<file path="config.mk">
export PLATFORM = sky130hd
export DESIGN_NAME = branch_resolve_unit
export DESIGN_NICKNAME = d
export VERILOG_FILES = /design/src/rtl/branch_resolve_unit_pkg.sv /design/src/rtl/branch_resolve_unit_bht_2bit.sv /design/src/rtl/branch_resolve_unit.sv
export SDC_FILE = /design/constraint.sdc
export NUM_CORES = 1
export LEC_CHECK = 0
export BUFFER_PORTS_ARGS = -buffer_cell sky130_fd_sc_hd__buf_2
export CELL_PAD_IN_SITES_DETAIL_PLACEMENT = 2
export CELL_PAD_IN_SITES_GLOBAL_PLACEMENT = 2
export CORE_ASPECT_RATIO = 2
export CORE_MARGIN = 2
export CORE_UTILIZATION = 36
export CTS_BUF_LIST = sky130_fd_sc_hd__clkbuf_4 sky130_fd_sc_hd__clkbuf_8 sky130_fd_sc_hd__clkbuf_16
export CTS_CLUSTER_DIAMETER = 40
export CTS_CLUSTER_SIZE = 12
export DETAILED_ROUTE_END_ITERATION = 10
export PLACE_DENSITY_LB_ADDON = 0.12
export SLEW_MARGIN = 10
export SYNTH_ARGS = -nofsm -noshare
export SYNTH_HDL_FRONTEND = slang
export SYNTH_SLANG_ARGS = --single-unit
</file>
<file path="constraint.sdc">
create_clock -name clk -period 5.81 [get_ports clk]
set_input_delay 0.8715 -clock clk [delete_from_list [all_inputs] [get_ports clk]]
set_output_delay 0.8715 -clock clk [all_outputs]
set_load 0.03 [all_outputs]
</file>
<file path="src/rtl/branch_resolve_unit_pkg.sv">
// Shared branch-unit definitions: funct3 branch encodings and BHT counter type/constants.
package branch_resolve_unit_pkg;

    localparam logic [2:0] BEQ  = 3'b000;
    localparam logic [2:0] BNE  = 3'b001;
    localparam logic [2:0] BLT  = 3'b100;
    localparam logic [2:0] BGE  = 3'b101;
    localparam logic [2:0] BLTU = 3'b110;
    localparam logic [2:0] BGEU = 3'b111;

    typedef logic [1:0] bht_ctr_t;

    localparam bht_ctr_t BHT_CTR_RESET = 2'b01;
    localparam bht_ctr_t BHT_CTR_MAX   = 2'b11;

endpackage

</file>
<file path="src/rtl/branch_resolve_unit_bht_2bit.sv">
// Branch history table of 2-bit saturating counters.
// It has a registered read port and a saturating update port; a read returns the pre-update value.
module bht_2bit
    import branch_resolve_unit_pkg::*;
#(
    parameter int BHT_ENTRIES = 64,
    parameter int BHT_IDX_W   = $clog2(BHT_ENTRIES)
) (
    input  logic                 clk,
    input  logic                 rst,
    input  logic                 rd_en,
    input  logic [BHT_IDX_W-1:0] rd_idx,
    output bht_ctr_t             rd_ctr,
    input  logic                 wr_en,
    input  logic [BHT_IDX_W-1:0] wr_idx,
    input  logic                 wr_taken
);

    bht_ctr_t ctr_q [BHT_ENTRIES];
    bht_ctr_t ctr_d [BHT_ENTRIES];
    bht_ctr_t rd_ctr_q, rd_ctr_d;
    bht_ctr_t cur;

    always_comb begin
        ctr_d    = ctr_q;
        cur      = ctr_q[wr_idx];
        rd_ctr_d = rd_en ? ctr_q[rd_idx] : '0;
        if (wr_en) begin
            if (wr_taken)
                ctr_d[wr_idx] = (cur == BHT_CTR_MAX) ? cur : bht_ctr_t'(cur + 2'd1);
            else
                ctr_d[wr_idx] = (cur == 2'b00) ? cur : bht_ctr_t'(cur - 2'd1);
        end
    end

    // Reset wins over any pending write, so a write presented in the reset cycle is dropped.
    always_ff @(posedge clk) begin
        if (rst) begin
            for (int i = 0; i < BHT_ENTRIES; i++) ctr_q[i] <= BHT_CTR_RESET;
            rd_ctr_q <= '0;
        end else begin
            ctr_q    <= ctr_d;
            rd_ctr_q <= rd_ctr_d;
        end
    end

    assign rd_ctr = rd_ctr_q;

endmodule

</file>
<file path="src/rtl/branch_resolve_unit.sv">
// Registered branch predictor and resolver: BHT lookup for fetch, compare/mispredict/train in execute.
// Optional BRU_PERF_CNT_EN adds 32-bit branch and mispredict performance counters.
module branch_resolve_unit
    import branch_resolve_unit_pkg::*;
#(
    parameter int XLEN        = 32,
    parameter int BHT_ENTRIES = 64,
    parameter int BHT_IDX_W   = $clog2(BHT_ENTRIES)
) (
    input  logic            clk,
    input  logic            rst,
    input  logic            pred_req,
    input  logic [XLEN-1:0] pred_pc,
    output logic            pred_valid,
    output logic            pred_taken,
    input  logic            res_valid,
    input  logic            res_is_branch,
    input  logic            res_is_jump,
    input  logic [XLEN-1:0] res_pc,
    input  logic [2:0]      res_funct3,
    input  logic [XLEN-1:0] res_rs1,
    input  logic [XLEN-1:0] res_rs2,
    input  logic            res_pred_taken,
    output logic            res_taken,
    output logic            res_mispredict,
    output logic            res_illegal
`ifdef BRU_PERF_CNT_EN
    ,
    output logic [31:0]     perf_branches,
    output logic [31:0]     perf_mispredicts
`endif
);

    logic     pred_valid_q, pred_valid_d;
    logic     res_taken_q, res_taken_d;
    logic     res_mispredict_q, res_mispredict_d;
    logic     res_illegal_q, res_illegal_d;
    logic     bht_wr_en;
    bht_ctr_t rd_ctr;
    logic     eq, lt_s, lt_u;

    logic unused_pc_bits;
    assign unused_pc_bits = ^{pred_pc[XLEN-1:BHT_IDX_W+2], pred_pc[1:0],
                              res_pc[XLEN-1:BHT_IDX_W+2], res_pc[1:0], rd_ctr[0]};

    assign eq   = (res_rs1 == res_rs2);
    assign lt_s = ($signed(res_rs1) < $signed(res_rs2));
    assign lt_u = (res_rs1 < res_rs2);

    always_comb begin
        pred_valid_d     = pred_req;
        res_taken_d      = 1'b0;
        res_mispredict_d = 1'b0;
        res_illegal_d    = 1'b0;
        bht_wr_en        = 1'b0;
        if (res_valid) begin
            // Jumps win when both decode flags are set and never train the BHT.
            if (res_is_jump) begin
                res_taken_d      = 1'b1;
                res_mispredict_d = !res_pred_taken;
            end else if (res_is_branch) begin
                unique case (res_funct3)
                    BEQ:     res_taken_d = eq;
                    BNE:     res_taken_d = !eq;
                    BLT:     res_taken_d = lt_s;
                    BGE:     res_taken_d = !lt_s;
                    BLTU:    res_taken_d = lt_u;
                    BGEU:    res_taken_d = !lt_u;
                    default: res_illegal_d = 1'b1;
                endcase
                res_mispredict_d = (res_taken_d != res_pred_taken);
                bht_wr_en        = !res_illegal_d;
            end
        end
    end

    always_ff @(posedge clk) begin
        if (rst) begin
            pred_valid_q     <= 1'b0;
            res_taken_q      <= 1'b0;
            res_mispredict_q <= 1'b0;
            res_illegal_q    <= 1'b0;
        end else begin
            pred_valid_q     <= pred_valid_d;
            res_taken_q      <= res_taken_d;
            res_mispredict_q <= res_mispredict_d;
            res_illegal_q    <= res_illegal_d;
        end
    end

    bht_2bit #(
        .BHT_ENTRIES(BHT_ENTRIES),
        .BHT_IDX_W  (BHT_IDX_W)
    ) u_bht (
        .clk     (clk),
        .rst     (rst),
        .rd_en   (pred_req),
        .rd_idx  (pred_pc[BHT_IDX_W+1:2]),
        .rd_ctr  (rd_ctr),
        .wr_en   (bht_wr_en),
        .wr_idx  (res_pc[BHT_IDX_W+1:2]),
        .wr_taken(res_taken_d)
    );

    assign pred_valid     = pred_valid_q;
    assign pred_taken     = rd_ctr[1];
    assign res_taken      = res_taken_q;
    assign res_mispredict = res_mispredict_q;
    assign res_illegal    = res_illegal_q;

`ifdef BRU_PERF_CNT_EN
    logic [31:0] perf_branches_q, perf_branches_d;
    logic [31:0] perf_mispredicts_q, perf_mispredicts_d;

    always_comb begin
        perf_branches_d    = perf_branches_q;
        perf_mispredicts_d = perf_mispredicts_q;
        if (res_valid && (res_is_branch || res_is_jump)) perf_branches_d = perf_branches_q + 32'd1;
        if (res_mispredict_d) perf_mispredicts_d = perf_mispredicts_q + 32'd1;
    end

    always_ff @(posedge clk) begin
        if (rst) begin
            perf_branches_q    <= '0;
            perf_mispredicts_q <= '0;
        end else begin
            perf_branches_q    <= perf_branches_d;
            perf_mispredicts_q <= perf_mispredicts_d;
        end
    end

    assign perf_branches    = perf_branches_q;
    assign perf_mispredicts = perf_mispredicts_q;
`endif

endmodule

</file>
==> metrics.md <==
| Metric | Value |
|---|---|
| Status | completed |
| Clock latency on the worst-skew pair | 0.44 ns |
| GRT overflow | 0 |
| Die Width | 110 um |
| Unique masters post-synth | 61 |
| Post-synth EDFFs | 0 |
| Pwr Density | 263 nW/um2 |
| DR iter-0 viols | 481 |
| Post-Syn Instances | 949 |
| Root buffer cell | clkbuf_16 |
| Critical path class | in2reg |
| Clock Skews | 0.00623 ns |
| Post-Place Cells | 1,253 |
| Nature of the critical path startpoint | input port |
| Largest net degree at the start of global routing | 75 |
| CTS H-tree depth | 4 |
| Final WL | 34.3 mm |
| Clk pin slew, worst setup/hold paths | 0.06 ns |
| Core outline area | 22,100 um2 |
| Vias in the first global route | 9,003 |
| Post-synth top cells | a21oi_1, dfxtp_1, nand2_1 |
| Worst r2r src | u_bht.ctr_q[120] |
| Share of layout cells above drive strength 1 | 21.3% |
| Max VDD drop | 0.000176 V |
| Final Max Tran Viols | 0 |
| Via count | 8,212 |
| Hold Crit Class | reg2reg |
| Final setup TNS | 0 ns |
| Synth top area cells | dfxtp_1, a21oi_1, mux4_2, o31ai_1, a211oi_1 |
| Fill cell count | 2,480 |
| First-pass GRT wire length | 52.6 mm |
| Fmax | 231 MHz |
| Detailed Place HPWL | 23.3 mm |
| Via density | 6.39 |
| Antenna Violating Nets Remaining | 0 |
| Die span in y | 216 um |
| Starting Density | 36.7% |
| HP Start | u_bht.ctr_q[20] |
| Worst Tran Pin Value | 1.21 ns |
| Non-filler cells, final | 1,286 |
| Clk sinks | 133 |
| Post-CTS Hold Buffers | 0 |
| Cell area after synthesis | 8100 um2 |
| DRC | 0 |
| Hold Path Sink | u_bht.ctr_q[20] |
| Worst R2R Path Depth | 8 |
| Pre-CTS WS | 1.00 ns |
| Tmin final | 4.32 ns |
| Hold Violations, Final | 0 |
| Largest area contributor in the netlist | dfxtp_1 |
| Post-cts sizing count | 0 |
| P&R area growth vs syn | 16.1% |
| Post-CTS setup buffers | 0 |
| WL per Instance | 26.6 um |
| Critical Path Fanout Max | 58 |
| Critical path arrival | 4.65 ns |
| Hold Path Cell Cnt | 2 |
| RSZ-0062 raised after global routing | no |
| Most common cell in the netlist | a21oi_1 |
| Slew margin rel. | 19.3% |
| Synth Net Count | 1,119 |
| Post-synth ARST share | 0% |
| Tot GR Track Use | 29.7% |
| Crit share post-route | 74.4% |
| Register-to-register setup slack | 2.66 ns |
| Overall Power | 2.47 mW |
| CP Capture Type | flip-flop |
| Layout Nets | 1,166 |
| Max Cap Viol | 0 |
| Final setup vio count | 0 |
| Final setup margin | 1.49 ns |
| Sequential element share of the synthesized area | 32.9% |
| CTS buffer count | 17 |
| Leakage dissipation | 3.38 nW |
| Routability cong. | 0.869 |
| FP Rows | 77 |
| Yosys top cell area share | 32.9% |
| CTS max path bufs | 2 |
| Top FF cell, synth | dfxtp_1 |
| Yosys warnings | 0 |
| Avg Cell Area, Syn | 8.54 um2 |
| DRT Pass-1 Iters | 5 |
| Reg2reg end | u_bht.ctr_q[113] |
| Port bufs | 90 |
| Initial antenna violation count | 1 |
| Seq cells post-synth | 133 |
| Die area | 23,800 um2 |
| Crit path required time | 6.14 ns |
| CTS tree | done |
| Ports | 143 |
## layout make-up
class                   instances  area, um2  area share [%]
multi-input cells             685       4920            52.3
flip-flops and latches        133       2660            28.3
repair buffers                117        693            7.37
clock buffers                  18        439            4.67
well taps                     276        345            3.67
clock inverters                14        184            1.96
inverters                      42        158            1.68
diodes                          1       2.50          0.0266
## layout by cell type (no fill, tap or decap), types with 4 or more instances in the layout
| master | n |
|---|---|
| nor2b_1 | 9 |
| inv_1 | 42 |
| bufinv_16 | 4 |
| buf_4 | 25 |
| nor3_1 | 6 |
| nand2b_1 | 4 |
| ha_1 | 32 |
| a211oi_1 | 57 |
| o31ai_1 | 66 |
| nand3_1 | 8 |
| o21bai_1 | 4 |
| mux2i_1 | 7 |
| mux4_2 | 24 |
| nand2_1 | 84 |
| a21oi_1 | 200 |
| and2_1 | 4 |
| clkinv_2 | 5 |
| nor2_1 | 27 |
| a31oi_1 | 10 |
| clkinvlp_4 | 4 |
| o21ai_0 | 10 |
| buf_2 | 89 |
| clkbuf_16 | 17 |
| mux2_2 | 25 |
| o22ai_1 | 4 |
| a22oi_1 | 11 |
| a311oi_1 | 5 |
| and3_1 | 5 |
| a221oi_1 | 19 |
| dfxtp_1 | 133 |
| nand4_1 | 13 |
## worst max-delay path by stage
| stage | start | endpoint | slack (ns) | depth (start not counted) |
|---|---|---|---|---|
| floorplan | res_rs2[31] | u_bht.ctr_q[11] | 2.23 | 11 |
| global placement | res_pc[2] | u_bht.ctr_q[101] | 1.07 | 10 |
| detailed placement | res_pc[2] | u_bht.ctr_q[81] | 1.00 | 10 |
| CTS | res_pc[2] | u_bht.ctr_q[101] | 1.44 | 10 |
| global route | res_pc[2] | u_bht.ctr_q[101] | 1.34 | 10 |
| finish | res_pc[2] | u_bht.ctr_q[101] | 1.49 | 10 |
## layer usage
metal | vias up | global-route usage [%] | routed length, um
li1 | 3721 | - | -
met1 | 4165 | 30.7 | 12500
met2 | 227 | 54.0 | 18400
met3 | 99 | 4.84 | 1260
met4 | 0 | 17.9 | 2060
met5 | - | 0 | 0
## logic make-up after synthesis
group,Yosys count,share of synthesized area (%)
AO/OA/AOI/OAI,416,33.4
buffers and inverters,131,7.33
adder cells (fa/ha/maj),32,4.94
flip-flops,133,32.9
AND/OR/NAND/NOR,180,10.4
multiplexers,56,11.0
XOR/XNOR,1,0.108
## flip-flops by register name, indices dropped and copies added (netlist names)
register and flops:
res_taken 1, res_illegal 1, res_mispredict 1, u_bht.rd_ctr 1, u_bht.ctr_q 128, pred_valid 1
## power by group
group	total [mW]	switching [mW]	internal (mW)
logic	0.387	0.277	0.109
registers	0.916	0.00167	0.915
clock network	1.17	0.442	0.725
## critical path, cell delays in order
cell      delay [ns]
buf_2           0.49
buf_4           0.39
and2_1          0.56
a221oi_1        0.19
o21ai_0         0.36
a32o_1          0.26
or3_2           0.16
buf_4           0.59
o41ai_2         0.35
a311oi_1        0.40
## through the flow
| stage | hold WS (ns) | cell area [um2] | utilization (%) |
|---|---|---|---|
| floorplan | 0.430 | 8100 | - |
| global placement | 0.442 | 8780 | 39.8 |
| detailed placement | 0.453 | 8780 | 39.8 |
| CTS | 0.471 | 9410 | 42.6 |
| global route | 0.500 | 9410 | 42.6 |
| finish | 0.465 | 9410 | 42.6 |
(Power assumes the default switching activity.)
